--- src/rtl/ex_stage_mul_pkg.sv ---
// Shared encodings for the EX stage: ALUOp/funct constants, ALU operation,
// multiplier FSM state and forwarding-select enums, plus the forwarding priority helper.
package ex_stage_mul_pkg;

    localparam logic [1:0] ALUOP_ADD = 2'b00;
    localparam logic [1:0] ALUOP_SUB = 2'b01;
    localparam logic [1:0] ALUOP_R   = 2'b10;
    localparam logic [1:0] ALUOP_I   = 2'b11;

    localparam logic [6:0] F7_BASE   = 7'b0000000;
    localparam logic [6:0] F7_ALT    = 7'b0100000;
    localparam logic [6:0] F7_MULDIV = 7'b0000001;

    localparam logic [2:0] F3_ADD = 3'b000;
    localparam logic [2:0] F3_SLL = 3'b001;
    localparam logic [2:0] F3_XOR = 3'b100;
    localparam logic [2:0] F3_SR  = 3'b101;
    localparam logic [2:0] F3_AND = 3'b111;

    typedef enum logic [2:0] {
        ALU_ADD,
        ALU_SUB,
        ALU_AND,
        ALU_XOR,
        ALU_SLL,
        ALU_SRA,
        ALU_MUL
    } alu_op_e;

    typedef enum logic [1:0] {
        MUL_IDLE,
        MUL_BUSY,
        MUL_DONE
    } mul_state_e;

    typedef enum logic [1:0] {
        FWD_NONE,
        FWD_MEM,
        FWD_WB
    } fwd_sel_e;

    // MEM is the younger producer, so it wins over WB; x0 is never forwarded.
    function automatic fwd_sel_e fwd_select(
        input logic [4:0] rs,
        input logic [4:0] mem_rd,
        input logic       mem_we,
        input logic [4:0] wb_rd,
        input logic       wb_we
    );
        if (mem_we && (mem_rd != 5'd0) && (mem_rd == rs))
            return FWD_MEM;
        else if (wb_we && (wb_rd != 5'd0) && (wb_rd == rs))
            return FWD_WB;
        else
            return FWD_NONE;
    endfunction

endpackage

--- src/rtl/ex_stage_mul_mul.sv ---
// Iterative shift-add multiplier: IDLE latches operands, BUSY retires MUL_BPC bits
// per cycle for 32/MUL_BPC cycles, DONE presents the low 32 product bits for one cycle.
module ex_stage_mul_mul
    import ex_stage_mul_pkg::*;
#(
    parameter int MUL_BPC = 1
) (
    input  logic        clk_i,
    input  logic        rst_i,
    input  logic        i_start,
    input  logic [31:0] i_a,
    input  logic [31:0] i_b,
    output logic        o_done,
    output logic [31:0] o_product
);

    localparam int ITER = 32 / MUL_BPC;
    localparam int CW   = (ITER > 1) ? $clog2(ITER) : 1;

    mul_state_e   r_state;
    logic [CW-1:0] r_cnt;
    logic [31:0]  r_acc;
    logic [31:0]  r_mcand;
    logic [31:0]  r_mplier;
    logic [31:0]  w_pp;

    always_comb begin
        w_pp = '0;
        for (int j = 0; j < MUL_BPC; j++) begin
            if (r_mplier[j])
                w_pp = w_pp + (r_mcand << j);
        end
    end

    always_ff @(posedge clk_i or negedge rst_i) begin
        if (!rst_i) begin
            r_state  <= MUL_IDLE;
            r_cnt    <= '0;
            r_acc    <= '0;
            r_mcand  <= '0;
            r_mplier <= '0;
        end else begin
            case (r_state)
                MUL_IDLE: begin
                    if (i_start) begin
                        r_mcand  <= i_a;
                        r_mplier <= i_b;
                        r_acc    <= '0;
                        r_cnt    <= '0;
                        r_state  <= MUL_BUSY;
                    end
                end
                MUL_BUSY: begin
                    r_acc    <= r_acc + w_pp;
                    r_mcand  <= r_mcand << MUL_BPC;
                    r_mplier <= r_mplier >> MUL_BPC;
                    r_cnt    <= r_cnt + 1'b1;
                    if (r_cnt == CW'(ITER - 1))
                        r_state <= MUL_DONE;
                end
                default: r_state <= MUL_IDLE;
            endcase
        end
    end

    assign o_done    = (r_state == MUL_DONE);
    assign o_product = r_acc;

endmodule

--- src/rtl/ex_stage_mul.sv ---
// EX stage: operand forwarding, ALU decode/execute, iterative MUL with front-end stall,
// and the EX/MEM register (1-edge latency for ALU ops, bubbles while a MUL stalls).
module ex_stage_mul
    import ex_stage_mul_pkg::*;
#(
    parameter int MUL_BPC = 1
) (
    input  logic        clk_i,
    input  logic        rst_i,
    input  logic [31:0] A_i,
    input  logic [31:0] B_i,
    input  logic [31:0] imme_i,
    input  logic [31:0] IR_i,
    input  logic [4:0]  RD_i,
    input  logic [4:0]  Rs1_i,
    input  logic [4:0]  Rs2_i,
    input  logic        RegWrite_i,
    input  logic        MemtoReg_i,
    input  logic        MemRead_i,
    input  logic        MemWrite_i,
    input  logic        ALUSrc_i,
    input  logic [1:0]  ALUOp_i,
    input  logic [4:0]  MemRD_i,
    input  logic        MemRegWrite_i,
    input  logic [31:0] MemFwd_i,
    input  logic [4:0]  WbRD_i,
    input  logic        WbRegWrite_i,
    input  logic [31:0] WbData_i,
    output logic        stall_o,
    output logic [31:0] ALUResult_o,
    output logic [31:0] MemData_o,
    output logic [4:0]  RD_o,
    output logic        RegWrite_o,
    output logic        MemtoReg_o,
    output logic        MemRead_o,
    output logic        MemWrite_o
);

    logic [6:0]  w_funct7;
    logic [2:0]  w_funct3;
    fwd_sel_e    w_sel_a;
    fwd_sel_e    w_sel_b;
    logic [31:0] w_op_a;
    logic [31:0] w_fwd_b;
    logic [31:0] w_op_b;
    alu_op_e     w_alu_op;
    logic [31:0] w_alu_res;
    logic        w_mul_in_ex;
    logic        w_mul_done;
    logic [31:0] w_product;
    logic        w_unused;

    logic [31:0] r_alu_result;
    logic [31:0] r_mem_data;
    logic [4:0]  r_rd;
    logic        r_reg_write;
    logic        r_mem_to_reg;
    logic        r_mem_read;
    logic        r_mem_write;

    assign w_funct7 = IR_i[31:25];
    assign w_funct3 = IR_i[14:12];
    assign w_unused = ^{IR_i[24:15], IR_i[11:0]};

    assign w_sel_a = fwd_select(Rs1_i, MemRD_i, MemRegWrite_i, WbRD_i, WbRegWrite_i);
    assign w_sel_b = fwd_select(Rs2_i, MemRD_i, MemRegWrite_i, WbRD_i, WbRegWrite_i);

    always_comb begin
        case (w_sel_a)
            FWD_MEM: w_op_a = MemFwd_i;
            FWD_WB:  w_op_a = WbData_i;
            default: w_op_a = A_i;
        endcase
        case (w_sel_b)
            FWD_MEM: w_fwd_b = MemFwd_i;
            FWD_WB:  w_fwd_b = WbData_i;
            default: w_fwd_b = B_i;
        endcase
    end

    assign w_op_b = ALUSrc_i ? imme_i : w_fwd_b;

    always_comb begin
        w_alu_op = ALU_ADD;
        case (ALUOp_i)
            ALUOP_SUB: w_alu_op = ALU_SUB;
            ALUOP_R: begin
                if (w_funct7 == F7_ALT && w_funct3 == F3_ADD)          w_alu_op = ALU_SUB;
                else if (w_funct7 == F7_BASE && w_funct3 == F3_AND)    w_alu_op = ALU_AND;
                else if (w_funct7 == F7_BASE && w_funct3 == F3_XOR)    w_alu_op = ALU_XOR;
                else if (w_funct7 == F7_BASE && w_funct3 == F3_SLL)    w_alu_op = ALU_SLL;
                else if (w_funct7 == F7_MULDIV && w_funct3 == F3_ADD)  w_alu_op = ALU_MUL;
            end
            ALUOP_I: begin
                if (w_funct3 == F3_SR && w_funct7 == F7_ALT)           w_alu_op = ALU_SRA;
            end
            default: w_alu_op = ALU_ADD;
        endcase
    end

    always_comb begin
        case (w_alu_op)
            ALU_SUB: w_alu_res = w_op_a - w_op_b;
            ALU_AND: w_alu_res = w_op_a & w_op_b;
            ALU_XOR: w_alu_res = w_op_a ^ w_op_b;
            ALU_SLL: w_alu_res = w_op_a << w_op_b[4:0];
            ALU_SRA: w_alu_res = $unsigned($signed(w_op_a) >>> imme_i[4:0]);
            default: w_alu_res = w_op_a + w_op_b;
        endcase
    end

    assign w_mul_in_ex = (w_alu_op == ALU_MUL);

    ex_stage_mul_mul #(
        .MUL_BPC (MUL_BPC)
    ) u_mul (
        .clk_i     (clk_i),
        .rst_i     (rst_i),
        .i_start   (w_mul_in_ex),
        .i_a       (w_op_a),
        .i_b       (w_op_b),
        .o_done    (w_mul_done),
        .o_product (w_product)
    );

    assign stall_o = w_mul_in_ex && !w_mul_done;

    // A stalled MUL must not leak a partial result downstream, so EX/MEM takes a bubble.
    always_ff @(posedge clk_i or negedge rst_i) begin
        if (!rst_i) begin
            r_alu_result <= '0;
            r_mem_data   <= '0;
            r_rd         <= '0;
            r_reg_write  <= 1'b0;
            r_mem_to_reg <= 1'b0;
            r_mem_read   <= 1'b0;
            r_mem_write  <= 1'b0;
        end else if (stall_o) begin
            r_alu_result <= '0;
            r_mem_data   <= '0;
            r_rd         <= '0;
            r_reg_write  <= 1'b0;
            r_mem_to_reg <= 1'b0;
            r_mem_read   <= 1'b0;
            r_mem_write  <= 1'b0;
        end else begin
            r_alu_result <= w_mul_in_ex ? w_product : w_alu_res;
            r_mem_data   <= w_fwd_b;
            r_rd         <= RD_i;
            r_reg_write  <= RegWrite_i;
            r_mem_to_reg <= MemtoReg_i;
            r_mem_read   <= MemRead_i;
            r_mem_write  <= MemWrite_i;
        end
    end

    assign ALUResult_o = r_alu_result;
    assign MemData_o   = r_mem_data;
    assign RD_o        = r_rd;
    assign RegWrite_o  = r_reg_write;
    assign MemtoReg_o  = r_mem_to_reg;
    assign MemRead_o   = r_mem_read;
    assign MemWrite_o  = r_mem_write;

endmodule

--- config.mk ---
export PLATFORM = sky130hd
export DESIGN_NAME = ex_stage_mul
export DESIGN_NICKNAME = d
export VERILOG_FILES = /design/src/rtl/ex_stage_mul_pkg.sv /design/src/rtl/ex_stage_mul_mul.sv /design/src/rtl/ex_stage_mul.sv
export SDC_FILE = /design/constraint.sdc
export NUM_CORES = 1
export LEC_CHECK = 0
export BUFFER_PORTS_ARGS = -buffer_cell sky130_fd_sc_hd__buf_2
export CAP_MARGIN = 5
export CORE_ASPECT_RATIO = 1.75
export CORE_MARGIN = 4
export CORE_UTILIZATION = 50
export DETAILED_ROUTE_END_ITERATION = 8
export PLACE_DENSITY = 0.72
export SLEW_MARGIN = 20
export SYNTH_ARGS = -nofsm -noshare
export SYNTH_HDL_FRONTEND = slang
export SYNTH_SLANG_ARGS = --single-unit
--- constraint.sdc ---
create_clock -name clk_i -period 4.6 [get_ports clk_i]
set_input_delay 0.92 -clock clk_i [delete_from_list [all_inputs] [get_ports clk_i]]
set_output_delay 0.92 -clock clk_i [all_outputs]
set_load 0.1 [all_outputs]
==> results.sh <==
export IMPL_status="finished with violations"
export IMPL_violations="setup timing"
export IMPL_yosys_register_bits=176
export IMPL_dp_worst_setup_slack_ns=-1.61
export IMPL_synth_mux_area_share_pct=13.6
export IMPL_root_buffer="clkbuf_16"
export IMPL_synth_compound_area_share_pct=24.2
export IMPL_fmax_mhz=183
export IMPL_ioPinCount=302
export IMPL_die_area_um2=37800
export IMPL_ys_seq_area_share_pct=25.4
export IMPL_critPathMaxFanout=5
export IMPL_antenna_found_initial=9
export IMPL_path_clk_slew_ns=0.10
export IMPL_dpl_hpwl_um=75000
export IMPL_drt_iter0_drc=2327
export IMPL_stdcell_count=3369
export IMPL_synth_most_common_cell="nand2_1"
export IMPL_crit_top_cell="buf_6"
export IMPL_routabilityCongestion=1.16
export IMPL_period_needed_ns=5.46
export IMPL_dpl_cell_area_um2=23000
export IMPL_critPathKind="input pin to flip-flop"
export IMPL_die_w_um=149
export IMPL_fin_crit_sh_pct=119
export IMPL_grt_pass1_wl_um=136000
export IMPL_worst_clock_skew_ns=0.0141
export IMPL_ys_flop_type="dfrtp_1"
export IMPL_cp_start_kind="input pin"
export IMPL_arrival_ns=5.85
export IMPL_final_layout_size_suffix_gt1_share_pct=38.2
export IMPL_cts_max_level=4
export IMPL_drt_pre_antenna_iters=8
export IMPL_synth_top_family_by_area="compound AO/OA/AOI/OAI gates"
export IMPL_worstSetupEndpointType="flip-flop"
export IMPL_grt_max_degree=96
export IMPL_route_vias_total=22181
export IMPL_rows=90
export IMPL_r2r_end="u_mul.o_product[30]$_DFFE_PN0P_"
export IMPL_numCtsBuffers=17
export IMPL_die_height_um=254
export IMPL_hold_class="input pin to async pin"
export IMPL_max_cap_violations=0
export IMPL_syn_area_um2=17300
export IMPL_synth_adder_area_share_pct=7.74
export IMPL_setup_violations=23
export IMPL_synth_xor_area_share_pct=5.35
export IMPL_synth_cell_type_count=81
export IMPL_dp_cells=3290
export IMPL_yosysTopAreaCellShare_pct=25.4
export IMPL_slowest_stage="or4_4"
export IMPL_vias_per_cell=6.58
export IMPL_yosys_top_cells_area="dfrtp_1 (25%), mux2i_1 (10%), ha_1 (7.5%)"
export IMPL_cts_hold_buf=0
export IMPL_synth_fp_nets=2494
export IMPL_drc=0
export IMPL_yosysTopAreaCell="dfrtp_1"
export IMPL_worst_r2r_path_depth=15
export IMPL_setup_slack_ns=-0.860
export IMPL_cp_required_ns=4.99
export IMPL_synthTopCellsByCount="nand2_1 (310), o21ai_0 (197), mux2i_1 (181)"
export IMPL_synth_warnings=0
export IMPL_rsz0062_at_grt="true"
export IMPL_synth_edf_count=0
export IMPL_synth_simple_area_share_pct=19.4
export IMPL_synthArstFlopShare_pct=100
export IMPL_finalMaxSlewViolations=0
export IMPL_routed_wl_um=96300
export IMPL_power_density_nw_per_um2=317
export IMPL_globalRouteOverflowTotal=0
export IMPL_initial_utilization_pct=50.5
export IMPL_cts_tree="yes"
export IMPL_clkSinkCount=176
export IMPL_port_buffer_count=279
export IMPL_synth_avg_cell_area_um2=8.03
export IMPL_clk_latency_ns=0.50
export IMPL_track_usage_pct=48.7
export IMPL_r2r_start="u_mul.r_mplier[0]$_DFFE_PN0P_"
export IMPL_p_leak_nw=12.2
export IMPL_crit_chain="buf_6 -> or4_4 -> buf_6 -> o211a_4 -> nand2_8 -> nor2_4 -> buf_12 -> a221o_1 -> o32ai_2 -> nand3b_1 -> nand2b_4 -> o21ai_4 -> xor2_2 -> ha_4 -> a21oi_2 -> o21ai_2 -> or3_1 -> o211ai_1 -> a31oi_2 -> a21boi_2 -> o21ai_1 -> a31oi_1 -> xor2_1 -> a211oi_1"
export IMPL_final_area_um2=24900
export IMPL_peakVddDrop_mv=0.363
export IMPL_area_delta_synth_final_pct=43.7
export IMPL_worst_pin_slew_ns=1.11
export IMPL_finalPower_mw=7.90
export IMPL_core_area_um2=34300
export IMPL_fin_nets=3228
export IMPL_synth_cells=2160
export IMPL_grt_pass1_vias=22145
export IMPL_timing_hold_violations_final=0
export IMPL_antenna_left=0
export IMPL_slew_headroom_pct=26.1
export IMPL_critPathMaxStageDelay_ns=0.61
export IMPL_routedWlPerCell_um=28.6
export IMPL_clockBufferDepth=2
export IMPL_rrSetupSlack_ns=0.29
report_power, final:
group / internal [mW] / switching, mW
combinational: 1.56 / 2.98
clock: 0.734 / 0.849
sequential: 1.70 / 0.0871
logic make-up after synthesis:
logic type,Yosys count
mux,216
compound gates,657
flops,176
buf+inv,185
xor+xnor,106
simple gates,714
fa+ha+maj,106
area by class of cell:
| type | instances | area [µm²] |
|---|---|---|
| Fill cell | 2671 | 9440 |
| Clock buffer | 18 | 429 |
| Tap cell | 460 | 576 |
| Clock inverter | 14 | 166 |
| Multi-Input combinational cell | 1799 | 13200 |
| Sequential cell | 176 | 4400 |
| Antenna cell | 2 | 5.00 |
| Inverter | 37 | 139 |
| Timing Repair Buffer | 863 | 6010 |
cell usage in the layout, fill, tap and decap left out, types with 17 or more instances in the layout:
| cell | n |
|---|---|
| a211oi_1 | 17 |
| a21o_1 | 28 |
| a21oi_1 | 112 |
| a31oi_1 | 73 |
| and2_1 | 42 |
| and3_1 | 22 |
| buf_2 | 274 |
| buf_4 | 552 |
| buf_6 | 26 |
| clkbuf_16 | 18 |
| dfrtp_1 | 176 |
| ha_1 | 97 |
| inv_1 | 29 |
| mux2_2 | 22 |
| mux2i_1 | 181 |
| nand2_1 | 298 |
| nand2b_1 | 18 |
| nand3_1 | 64 |
| nor2_1 | 107 |
| nor3_1 | 22 |
| nor4_1 | 27 |
| o211ai_1 | 19 |
| o21ai_0 | 167 |
| o21ai_1 | 33 |
| xnor2_1 | 57 |
| xor2_1 | 33 |
repair_timing:
item                       4_1_cts  5_1_grt
buffers inserted                31       22
setup endpoints to repair       26       30
gates resized for setup         86      115
gates cloned                     1        0
pin swaps                       73       87
registers in the layout, indices dropped and copies added, names as in the netlist:
name             count
MemData_o           32
u_mul.r_mplier      32
u_mul.r_cnt          5
u_mul.o_product     32
MemWrite_o           1
u_mul.r_mcand       32
RegWrite_o           1
MemtoReg_o           1
MemRead_o            1
u_mul.r_state        2
RD_o                 5
ALUResult_o         32
layer usage:
layer  share of wire (%)  global-route usage [%]  vias to the layer above
li1                    -                       -                     9448
met1                  31                    49.0                    10413
met2                  45                    78.9                     1661
met3                  10                    13.4                      647
met4                  13                    49.1                       12
met5               0.072                       0                        -
stage by stage:
step           hold slack (ns)  setup TNS [ns]  utilization (%)
6_report                 0.436          -13.99             72.5
5_1_grt                  0.510          -17.46             72.5
2_1_floorplan            0.445          -13.22                -
3_5_place_dp             0.471          -32.55             67.1
3_3_place_gp             0.461          -29.98             67.1
4_1_cts                  0.487          -11.40             70.6
critical path, delay by kind of cell:
family          cells  cell delay [ns]
simple gates        6             1.44
buf+inv             3             0.38
xor+xnor            2             0.34
compound gates     12             2.52
fa+ha+maj           1             0.25
worst max path at each step:
stage          startpoint                        end  cells past startpoint
6_report        WbRD_i[3]  ALUResult_o[24]$_DFF_PN0_                     24
3_3_place_gp     Rs2_i[4]  ALUResult_o[15]$_DFF_PN0_                     25
5_1_grt         WbRD_i[3]  ALUResult_o[28]$_DFF_PN0_                     25
4_1_cts         WbRD_i[3]  ALUResult_o[24]$_DFF_PN0_                     24
2_1_floorplan  MemRD_i[1]  ALUResult_o[30]$_DFF_PN0_                     23
3_5_place_dp     Rs2_i[4]  ALUResult_o[23]$_DFF_PN0_                     26
Note: power is estimated with default switching activity, not from simulation.
